### src/rtl/mips_cpu_hilo_if.sv
// -----------------------------------------------------------------------------
// mips_cpu_hilo_if
//   Signal bundle between the pipeline (master) and the HI/LO unit (slave).
//
//   Request/accept rule: start, wr_hi and wr_lo are accepted on any rising
//   edge where busy is low. While busy is high every request is dropped and
//   stall is raised for as long as the request is held. The requester keeps
//   the instruction and retries until stall falls. rd_hi/rd_lo are
//   combinational reads that never change unit state.
//
//   Master drives : start, op, data_1, data_2, wr_hi, wr_lo, wr_hi_data,
//                   wr_lo_data, rd_hi, rd_lo
//   Slave drives  : hi, lo, rd_data, busy, stall
// -----------------------------------------------------------------------------
interface mips_cpu_hilo_if;
    logic        start;
    logic [1:0]  op;          // 00 mult, 01 multu, 10 div, 11 divu
    logic [31:0] data_1;      // rs: multiplicand / dividend
    logic [31:0] data_2;      // rt: multiplier / divisor
    logic        wr_hi;       // mthi
    logic        wr_lo;       // mtlo
    logic [31:0] wr_hi_data;
    logic [31:0] wr_lo_data;
    logic        rd_hi;       // mfhi
    logic        rd_lo;       // mflo
    logic [31:0] hi;
    logic [31:0] lo;
    logic [31:0] rd_data;
    logic        busy;
    logic        stall;

    modport master (
        output start, op, data_1, data_2, wr_hi, wr_lo, wr_hi_data,
               wr_lo_data, rd_hi, rd_lo,
        input  hi, lo, rd_data, busy, stall
    );

    modport slave (
        input  start, op, data_1, data_2, wr_hi, wr_lo, wr_hi_data,
               wr_lo_data, rd_hi, rd_lo,
        output hi, lo, rd_data, busy, stall
    );
endinterface

### src/rtl/mips_cpu_hilo.sv
// -----------------------------------------------------------------------------
// mips_cpu_hilo
//   Architectural HI/LO registers plus a 32-iteration sequential engine for
//   mult/multu (shift-add) and div/divu (restoring divide). Serves mthi/mtlo
//   writes and mfhi/mflo reads, and stalls the pipeline while busy.
//
//   Ports:
//     clk          rising-edge clock
//     reset        asynchronous, active-high reset
//     bus          mips_cpu_hilo_if.slave request/result bundle
//     dbg_state_o  current FSM state (0 IDLE, 1 RUN, 2 FIX)
//
//   Timing: start taken at E0, iterations at E1..E32, FIX writes HI/LO at
//   E33, next start accepted at E34.
// -----------------------------------------------------------------------------
module mips_cpu_hilo (
    input  logic                  clk,
    input  logic                  reset,
    mips_cpu_hilo_if.slave        bus,
    output logic [1:0]            dbg_state_o
);

    typedef enum logic [1:0] {
        S_IDLE = 2'd0,
        S_RUN  = 2'd1,
        S_FIX  = 2'd2
    } state_t;

    state_t      state_q, state_d;
    logic [4:0]  cnt_q, cnt_d;
    // Multiply: {partial product high, multiplier bits still to consume}.
    // Divide:   {partial remainder, dividend bits becoming quotient bits}.
    logic [63:0] w_q, w_d;
    logic [31:0] m_q, m_d;        // |multiplicand| or |divisor|
    logic        div_q, div_d;    // operation is a divide
    logic        neg_q, neg_d;    // negate product / quotient
    logic        rneg_q, rneg_d;  // negate remainder (dividend negative)
    logic        dz_q, dz_d;      // divide by zero
    logic [31:0] hi_q, hi_d;
    logic [31:0] lo_q, lo_d;

    // Operand conditioning at launch
    logic        op_signed;
    logic        op_div;
    logic [31:0] abs_1;
    logic [31:0] abs_2;

    assign op_signed = ~bus.op[0];
    assign op_div    = bus.op[1];
    assign abs_1     = (op_signed && bus.data_1[31]) ? (32'd0 - bus.data_1) : bus.data_1;
    assign abs_2     = (op_signed && bus.data_2[31]) ? (32'd0 - bus.data_2) : bus.data_2;

    // One shift-add step: add multiplicand when the next multiplier bit is
    // set, then shift the whole register right. The carry lands in bit 63.
    logic [32:0] mul_sum;
    logic [63:0] mul_next;

    assign mul_sum  = w_q[0] ? ({1'b0, w_q[63:32]} + {1'b0, m_q}) : {1'b0, w_q[63:32]};
    assign mul_next = {mul_sum, w_q[31:1]};

    // One restoring step: shift the next dividend bit into the remainder and
    // try subtracting the divisor. The remainder always stays below the
    // divisor, so 33 bits hold the shifted trial without loss.
    logic [32:0] div_trial;
    logic [63:0] div_next;

    assign div_trial = w_q[63:31] - {1'b0, m_q};
    assign div_next  = div_trial[32] ? {w_q[62:0], 1'b0}
                                     : {div_trial[31:0], w_q[30:0], 1'b1};

    // Fixup values used in FIX
    logic [63:0] prod_fix;
    logic [31:0] quo_fix;
    logic [31:0] rem_fix;

    assign prod_fix = neg_q  ? (64'd0 - w_q) : w_q;
    assign quo_fix  = dz_q   ? 32'hFFFF_FFFF
                             : (neg_q ? (32'd0 - w_q[31:0]) : w_q[31:0]);
    // With a zero divisor the remainder path returns |data_1|; restoring the
    // dividend sign gives data_1 back unchanged, which is what HI must hold.
    assign rem_fix  = rneg_q ? (32'd0 - w_q[63:32]) : w_q[63:32];

    always_comb begin
        state_d = state_q;
        cnt_d   = cnt_q;
        w_d     = w_q;
        m_d     = m_q;
        div_d   = div_q;
        neg_d   = neg_q;
        rneg_d  = rneg_q;
        dz_d    = dz_q;
        hi_d    = hi_q;
        lo_d    = lo_q;

        unique case (state_q)
            S_IDLE: begin
                if (bus.wr_hi) hi_d = bus.wr_hi_data;
                if (bus.wr_lo) lo_d = bus.wr_lo_data;
                if (bus.start) begin
                    state_d = S_RUN;
                    cnt_d   = 5'd31;
                    div_d   = op_div;
                    neg_d   = op_signed && (bus.data_1[31] ^ bus.data_2[31]);
                    rneg_d  = op_signed && op_div && bus.data_1[31];
                    dz_d    = op_div && (bus.data_2 == 32'd0);
                    if (op_div) begin
                        w_d = {32'd0, abs_1};
                        m_d = abs_2;
                    end else begin
                        w_d = {32'd0, abs_2};
                        m_d = abs_1;
                    end
                end
            end

            S_RUN: begin
                w_d = div_q ? div_next : mul_next;
                if (cnt_q == 5'd0) begin
                    state_d = S_FIX;
                end else begin
                    cnt_d = cnt_q - 5'd1;
                end
            end

            S_FIX: begin
                state_d = S_IDLE;
                if (div_q) begin
                    hi_d = rem_fix;
                    lo_d = quo_fix;
                end else begin
                    hi_d = prod_fix[63:32];
                    lo_d = prod_fix[31:0];
                end
            end

            default: state_d = S_IDLE;
        endcase
    end

    always_ff @(posedge clk or posedge reset) begin
        if (reset) begin
            state_q <= S_IDLE;
            cnt_q   <= 5'd0;
            w_q     <= 64'd0;
            m_q     <= 32'd0;
            div_q   <= 1'b0;
            neg_q   <= 1'b0;
            rneg_q  <= 1'b0;
            dz_q    <= 1'b0;
            hi_q    <= 32'd0;
            lo_q    <= 32'd0;
        end else begin
            state_q <= state_d;
            cnt_q   <= cnt_d;
            w_q     <= w_d;
            m_q     <= m_d;
            div_q   <= div_d;
            neg_q   <= neg_d;
            rneg_q  <= rneg_d;
            dz_q    <= dz_d;
            hi_q    <= hi_d;
            lo_q    <= lo_d;
        end
    end

    assign bus.busy    = (state_q != S_IDLE);
    assign bus.stall   = bus.busy & (bus.start | bus.wr_hi | bus.wr_lo | bus.rd_hi | bus.rd_lo);
    assign bus.hi      = hi_q;
    assign bus.lo      = lo_q;
    // Reads are never blocked here; while busy they return the old value and
    // the stall keeps the pipeline from consuming it.
    assign bus.rd_data = bus.rd_hi ? hi_q : (bus.rd_lo ? lo_q : 32'd0);
    assign dbg_state_o = state_q;

endmodule

### src/flat_wrapper.sv
// flat-port wrapper written by rule: the top's interface ports become plain ports
module mips_cpu_hilo_flat 
  (clk, reset, dbg_state_o, bus_start, bus_op, bus_data_1, bus_data_2, bus_wr_hi, bus_wr_lo, bus_wr_hi_data, bus_wr_lo_data, bus_rd_hi, bus_rd_lo, bus_hi, bus_lo, bus_rd_data, bus_busy, bus_stall);
  mips_cpu_hilo_if bus_i ();
  input  logic clk;
  input  logic reset;
  output logic [1:0] dbg_state_o;
  input wire logic [$bits(bus_i.start)-1:0] bus_start;
  input wire logic [$bits(bus_i.op)-1:0] bus_op;
  input wire logic [$bits(bus_i.data_1)-1:0] bus_data_1;
  input wire logic [$bits(bus_i.data_2)-1:0] bus_data_2;
  input wire logic [$bits(bus_i.wr_hi)-1:0] bus_wr_hi;
  input wire logic [$bits(bus_i.wr_lo)-1:0] bus_wr_lo;
  input wire logic [$bits(bus_i.wr_hi_data)-1:0] bus_wr_hi_data;
  input wire logic [$bits(bus_i.wr_lo_data)-1:0] bus_wr_lo_data;
  input wire logic [$bits(bus_i.rd_hi)-1:0] bus_rd_hi;
  input wire logic [$bits(bus_i.rd_lo)-1:0] bus_rd_lo;
  output wire logic [$bits(bus_i.hi)-1:0] bus_hi;
  output wire logic [$bits(bus_i.lo)-1:0] bus_lo;
  output wire logic [$bits(bus_i.rd_data)-1:0] bus_rd_data;
  output wire logic [$bits(bus_i.busy)-1:0] bus_busy;
  output wire logic [$bits(bus_i.stall)-1:0] bus_stall;
  assign bus_i.start = bus_start;
  assign bus_i.op = bus_op;
  assign bus_i.data_1 = bus_data_1;
  assign bus_i.data_2 = bus_data_2;
  assign bus_i.wr_hi = bus_wr_hi;
  assign bus_i.wr_lo = bus_wr_lo;
  assign bus_i.wr_hi_data = bus_wr_hi_data;
  assign bus_i.wr_lo_data = bus_wr_lo_data;
  assign bus_i.rd_hi = bus_rd_hi;
  assign bus_i.rd_lo = bus_rd_lo;
  assign bus_hi = bus_i.hi;
  assign bus_lo = bus_i.lo;
  assign bus_rd_data = bus_i.rd_data;
  assign bus_busy = bus_i.busy;
  assign bus_stall = bus_i.stall;
  mips_cpu_hilo u_core (.clk(clk), .reset(reset), .bus(bus_i), .dbg_state_o(dbg_state_o));
endmodule
### config.mk
export PLATFORM = sky130hd
export DESIGN_NAME = mips_cpu_hilo_flat
export DESIGN_NICKNAME = d
export VERILOG_FILES = /design/src/rtl/mips_cpu_hilo_if.sv /design/src/rtl/mips_cpu_hilo.sv /design/src/flat_wrapper.sv
export SDC_FILE = /design/constraint.sdc
export NUM_CORES = 1
export LEC_CHECK = 0
export CAP_MARGIN = 5
export CORE_MARGIN = 2
export CORE_UTILIZATION = 36
export CTS_BUF_LIST = sky130_fd_sc_hd__clkbuf_8
export DETAILED_ROUTE_END_ITERATION = 8
export PLACE_DENSITY_LB_ADDON = 0.12
export SYNTH_ARGS = -nofsm -noshare
export SYNTH_HDL_FRONTEND = slang
export SYNTH_SLANG_ARGS = --single-unit
### constraint.sdc
create_clock -name clk -period 8.7 [get_ports clk]
set_clock_uncertainty 0.15 [all_clocks]
set_input_delay 1.305 -clock clk [delete_from_list [all_inputs] [get_ports clk]]
set_output_delay 1.305 -clock clk [all_outputs]
set_load 0.05 [all_outputs]
==> results <==
- The transition time of the tightest slew-check pin is roughly 1200 ps.
- The class of the tightest hold or removal check is reg2reg.
- The maximum number of pins on one net before global-route repair is between 100 and 150.
- Across all setup checks in the final design, the least slack found is around 3500 ps.
- The most instantiated flip-flop cell in the synthesis netlist is dfrtp_1.
- At the later pin of the worst-skew pair, clock insertion delay measures 530 ps.
- At the end of routability-driven placement, the weighted congestion stood at around 0.94.
- By area the synthesized netlist is led by dfrtp_1 (27%), nand2_1 (6.5%), o21ai_0 (6.3%).
- The placement row count is 76.
- The commonest cells after synthesis are nand2_1 (275), o21ai_0 (198), dfrtp_1 (171), a21oi_1 (170), clkbuf_1 (122).
- STA classifies the critical path endpoint as a primary output.
- Clock tree synthesis inserted a total of 17 buffers.
- The run finished with clean final reports.
- The number of buffer cells added on primary ports is 236.
- The cell area after synthesis is roughly 16000 um^2.
- After layout, the worst path uses about 60% of the clock period.
- The count of maximum capacitance violations is 0.
- In this run the critical register-to-register path is launched from u_core.w_q[32]$_DFFE_PP0P_.
- The via-per-instance ratio is 5.838.
- The placed instances occupy a cell area of approximately 19000 um^2.
- Global routing finished with a remaining overflow of 0.
- The net count of the mapped netlist is between 2000 and 2500.
- Setup repair after global routing left no endpoint under its margin.
- The area of the core is approximately 43000 um^2.
- In this run the power density over the cells is between 400 and 500 nW/um^2.
- IR analysis of the VDD net gives a maximum drop of around 0.23 mV.
- The XOR/XNOR share of the synthesized area is under 10%.
- The number of design rule violations left after detail routing is 0.
- The number of pins with negative max-slew slack in the final report is 0.
- By area, the combinational part of the netlist is dominated by compound AO/OA/AOI/OAI gates.
- The count of nets after finishing is about 2400.
- Summed over all layers, the routed wires come to a little over 60000 um.
- The routed design could run at a clock period as short as 5198 ps.
- Measured against its own limit, the worst slew margin works out to approximately 20%.
- The initial antenna violation count is 0.
- The number of resized instances in the post-cts repair step is 0.
- The first-pass GRT wire length is 94730 um.
- Yosys printed 0 warnings.
- The number of cells traversed by the worst hold path is 1.
- The maximum fanout along the worst path is 32.
- Of the total synthesized cell area, the portion taken by AND, OR, NAND and NOR gates is between 10% and 20%.
- The total inserted antenna cells is 0.
- The clock transition time at the flip-flop clock pins of the worst setup and hold paths is about 100 ps.
- The via count of the routed design is roughly 16000.
- The final number of hold-violating endpoints is 0.
- The share of the yosys chip area belonging to registers is a little over a quarter.
- For hold timing, the worst endpoint is u_core.cnt_q[0]$_DFFE_PP0P_.
- The final standard cell utilization of the core is 43.79%.
- The clock tree synthesis step divided the H-tree into 4 levels.
- From left edge to right edge, the die measures roughly 210 um.
- The critical path in this run is classified as in2out.
- Summed over all nets, the half-perimeter wirelength after detailed placement is a little under 50000 um.
- For this design the static power due to leakage is ~0.0075 uW.
- The post-synthesis area per instance is a little under 8 um^2.
- Based on the critical path, the design can be clocked at up to ~190 MHz.
- Global routing used between 20 and 30% of the available tracks.
- The data arrival at the endpoint of the critical path is around 3700 ps.
- In this run, placement finished with an instance count of ~2700.
- The minimum setup slack among reg-to-reg paths is 3860 ps.
- The netlist uses between 70 and 80 different library cells.
- The hold-fix buffer count after cts is 0.
- The fraction of synthesized area in multiplexers is between 5 and 6%.
- Pin placement for this block handled ~240 I/O pins.
- The setup violation total in the final timing report is 0.
- STA classifies the critical path startpoint as an input port.
- The number of global-route vias before repair is roughly 15000.
- Once detail routing completed, the nets flagged for antenna violations numbered 0.
- The die outline area is ~46000 um^2.
- Of the cells placed in the final design, the portion with a size suffix greater than 1 is between 4 and 5%.
- The synthesized design contains 0 enable-type register cells.
- The post-CTS setup repair buffer count is 0.
- The clock tree from TritonCTS is yes.
- The endpoint of the worst-slack reg-to-reg timing path is u_core.w_q[59]$_DFFE_PP0P_.
- The number of buffers between clock root and the deepest sink is 2.
- The compound-gate portion of the synthesized area is between 20 and 30%.
- The die is roughly 210 um tall.
- The buffer cell driving the clock tree root is clkbuf_8.
- The detailed-route wire length per cell is approximately 23 um.
- The worst setup slack after placement is ~3500 ps.
- The summed area of non-filler cells in the final layout is between 15000 and 20000 um^2.
- Adding up every negative setup slack in the final design gives 0 ps.
- The gate count after technology mapping is between 2000 and 2500.
- At the worst endpoint, the required time is a little over 7000 ps.
- Counting flops with an async set or reset pin after synthesis yields a share of 100.0%.
- The initial cell density of the core is ~37%.
- The synthesized netlist devotes 5.784% of its cell area to adder and majority cells.
- The worst hold path startpoint is u_core.cnt_q[0]$_DFFE_PP0P_.
- For this run, the detailed router's first-pass iteration total came to 5.
- The number of non-filler instances in the completed layout is approximately 2800.
- The count of clock tree sinks is about 170.
- The share of the synthesized area in the top cell type is a little over a quarter.
- The biggest area consumer among synthesized cells is dfrtp_1.
- After synthesis the netlist holds a flip-flop and latch count of between 150 and 200.
- The area growth from synthesis to layout is 19.66%.
- The leading cell type by number of instances after synthesis is nand2_1.
- For this block, the initial DRC count from the detailed router was 1411.
- In this run the worst setup path begins at bus_rd_lo.
- Counting cells, the worst reg-to-reg path comes to 12.
[worst max-delay path, cell delays in order]
cell and delay [ps]:
clkdlybuf4s50_1 1230, nand2_1 130, o21ai_0 220, clkdlybuf4s50_1 850
[where the power goes]
group	total [uW]	switching, uW	internal (uW)
Clock	618	348	270
Sequential	2020	833	1190
Combinational	6330	3880	2450
[cell families after synthesis]
family,after synthesis
DFF,171
muxes,89
xor gates and xnor gates,165
adders and majority gates,72
buffers and inverters,206
and+or+nand+nor,632
AOI/OAI and AO/OA,709
[cell usage in the layout (no fill, tap or decap), drive strengths merged, types with 28 or more instances in the layout]
cell / synthesis / layout
xor2: 56 / 56
o21ai: 203 / 203
nand2: 275 / 275
a21o: 39 / 39
inv: 64 / 69
a211oi: 56 / 56
o31ai: 32 / 32
a31oi: 28 / 28
ha: 70 / 70
o211ai: 42 / 42
nor2: 121 / 121
nand3: 29 / 29
xnor2: 109 / 109
nor3: 41 / 41
clkdlybuf4s50: 0 / 234
dfrtp: 171 / 171
o22ai: 31 / 31
mux2i: 82 / 82
a21oi: 170 / 170
[metal layers]
layer / part of all wire, % / track usage, % / vias to the layer above
met4: 2.9 / 9.435 / 0
met1: 47 / 39.34 / 7735
met2: 43 / 42.78 / 643
met3: 6.6 / 3.735 / 69
li1: - / - / 7737
met5: 0 / 0 / -
[layout make-up]
class	instances	area, um^2
multi-input combinational	1667	10800
inverter	65	249.0
clock inverter	14	165.2
fill	4361	24320
sequential	171	4280
clock buffer	18	247.7
tap	585	732.0
timing repair buffer	252	2472
[stage by stage]
stage	total power (uW)	hold slack (ps)
after floorplan	6260	299.7
after global placement	8210	351.5
after detailed placement	8254	356.7
after CTS	8896	369.4
after global routing	9644	408.6
final	8977	373.7
[state kept, by name (all words and copies together), names as in the netlist]
| signal | cells |
|---|---|
| u_core.cnt_q | 5 |
| u_core.m_q | 32 |
| u_core.neg_q | 1 |
| u_core.bus.lo | 32 |
| u_core.dz_q | 1 |
| u_core.bus.hi | 32 |
| u_core.rneg_q | 1 |
| u_core.div_q | 1 |
| u_core.dbg_state_o | 2 |
| u_core.w_q | 64 |
[worst max path at each step]
stage	cells past startpoint	slack (ps)	end
2_1_floorplan	1	2610	u_core.bus.hi[0]$_DFFE_PP0P_
3_5_place_dp	4	3530	bus_rd_data[31]
6_report	4	3500	bus_rd_data[13]
3_3_place_gp	4	3600	bus_rd_data[31]
4_1_cts	4	3530	bus_rd_data[31]
5_1_grt	4	3340	bus_rd_data[26]
Note: power is estimated with default switching activity, not from simulation.
==> edit, RTL diff (config.mk and constraints unchanged) <==
Make the reset (`reset`) synchronous in one clocked block. Comments in the files are not updated.
--- a/src/rtl/mips_cpu_hilo.sv
+++ b/src/rtl/mips_cpu_hilo.sv
@@ -137,7 +137,7 @@
         endcase
     end
 
-    always_ff @(posedge clk or posedge reset) begin
+    always_ff @(posedge clk) begin
         if (reset) begin
             state_q <= S_IDLE;
             cnt_q   <= 5'd0;
Function: differs if reset is asserted again (counterexample within 4 cycles, from zero or initial values and one cycle with reset high); with reset held inactive, the same outputs for 4 cycles.
==> edit against the unedited design <==
Register-to-register slack gained 300 ps. Area after synthesis shrank 4.7%. Wire length down 4.2%. Core utilization shrank 0.17 points. Setup slack improved by 260 ps. Final area down 4.1%. Sequential cell count is the same.
Power is left out: it rests on default switching activity, and per cell area and clock period it moved more than threefold.
==> edit: results <==
[sta]
tightest_slew_ps = 1090
hold_ws_ps = 349

[global_route]
grt_pass1_vias = 14714
track_usage_pct = 26.8
use_met1_pct = 35.7
antenna_found_initial = 1
grt_pass1_wl_um = 90100
grt_max_degree = 67
grt_util_met2_pct = 45.0
grt_util_met3_pct = 4.00

[synthesis]
synth-xor-area-share_pct = 10.3
yosys-top-cells-area = "dfxtp_1, mux2i_1, a21oi_1"
synth_ff_type = "dfxtp_1"
ys_types = 74
synthAdderAreaFrac_pct = 6.07
muxShareOfSynthArea_pct = 8.12
synth_nets = 2279
synth-compound-area-share_pct = 27.4
netlist_top_cells_count = "nand2_1, nor2_1, a21oi_1"
ys_seq_area_share_pct = 22.7

[worst_setup_path]
slowest_delay_ps = 690
r2r_slack_ps = 4160
endpoint = "bus_stall"
r2r_cells = 14
worstPathMaxFanout = 65
arrival_ps = 3480
r2r_start = "u_core.w_q[31]$_SDFFE_PP0P_"
r2r-end = "u_core.w_q[46]$_SDFFE_PP0P_"

[finish]
fill_cells = 4350
layout.nets = 2409
layout-drive-gt1-share_pct = 4.61

[min_path]
worstHoldPathCells = 2
min_to = "u_core.bus.lo[27]$_SDFFE_PP0P_"
min_from = "u_core.bus.lo[27]$_SDFFE_PP0P_"

[status]
run_status = "completed"

[cts]
cts_resized = 0
cts_made_buffers = 17

[placed_design]
dpl_cell_area_um2 = 17800
place.gp.congestion = 0.907

[routing]
drt_iter0_markers = 1200
wl_met2_um = 27800
wl_um = 59700
viasPerCell = 5.72
wl_met3_um = 3190
wl_met1_um = 27500
edit: changes by cell type in the layout (fill, tap and decap cells not counted), sizes merged, moves of 18 or more:
cell	before	now
dfxtp	0	171
nand2	275	245
mux2i	82	110
dfrtp	171	0
a211oi	56	82
xor2	56	77
o22ai	31	11
o21ai	203	166
nor2	121	202
a21oi	170	188
edit: stage by stage:
step                      cells  setup WS (ps)  util, %
final                      2753           3760     43.6
after global routing       2753           3730     43.6
after CTS                  2752           3780     43.6
after detailed placement   2720           3790     42.6
after global placement     2720           3800     42.6
after floorplan            2070           4310        -
edit: critical path: cells and delay by family:
family | cells | cell delay, ps
AO/OA/AOI/OAI | 1 | 190
buffers and inverters | 3 | 1400
AND/OR/NAND/NOR | 1 | 570
edit: cell type report:
type	instances	area (um^2)	share of cell area [%]
multi-input cells	1683	10900	59.9
flip-flops and latches	171	3430	18.9
repair buffers	258	2520	13.9
well taps	539	674	3.71
inverters	69	259	1.42
clock buffers	18	248	1.36
clock inverters	14	158	0.867
diodes	1	2.50	0.0138
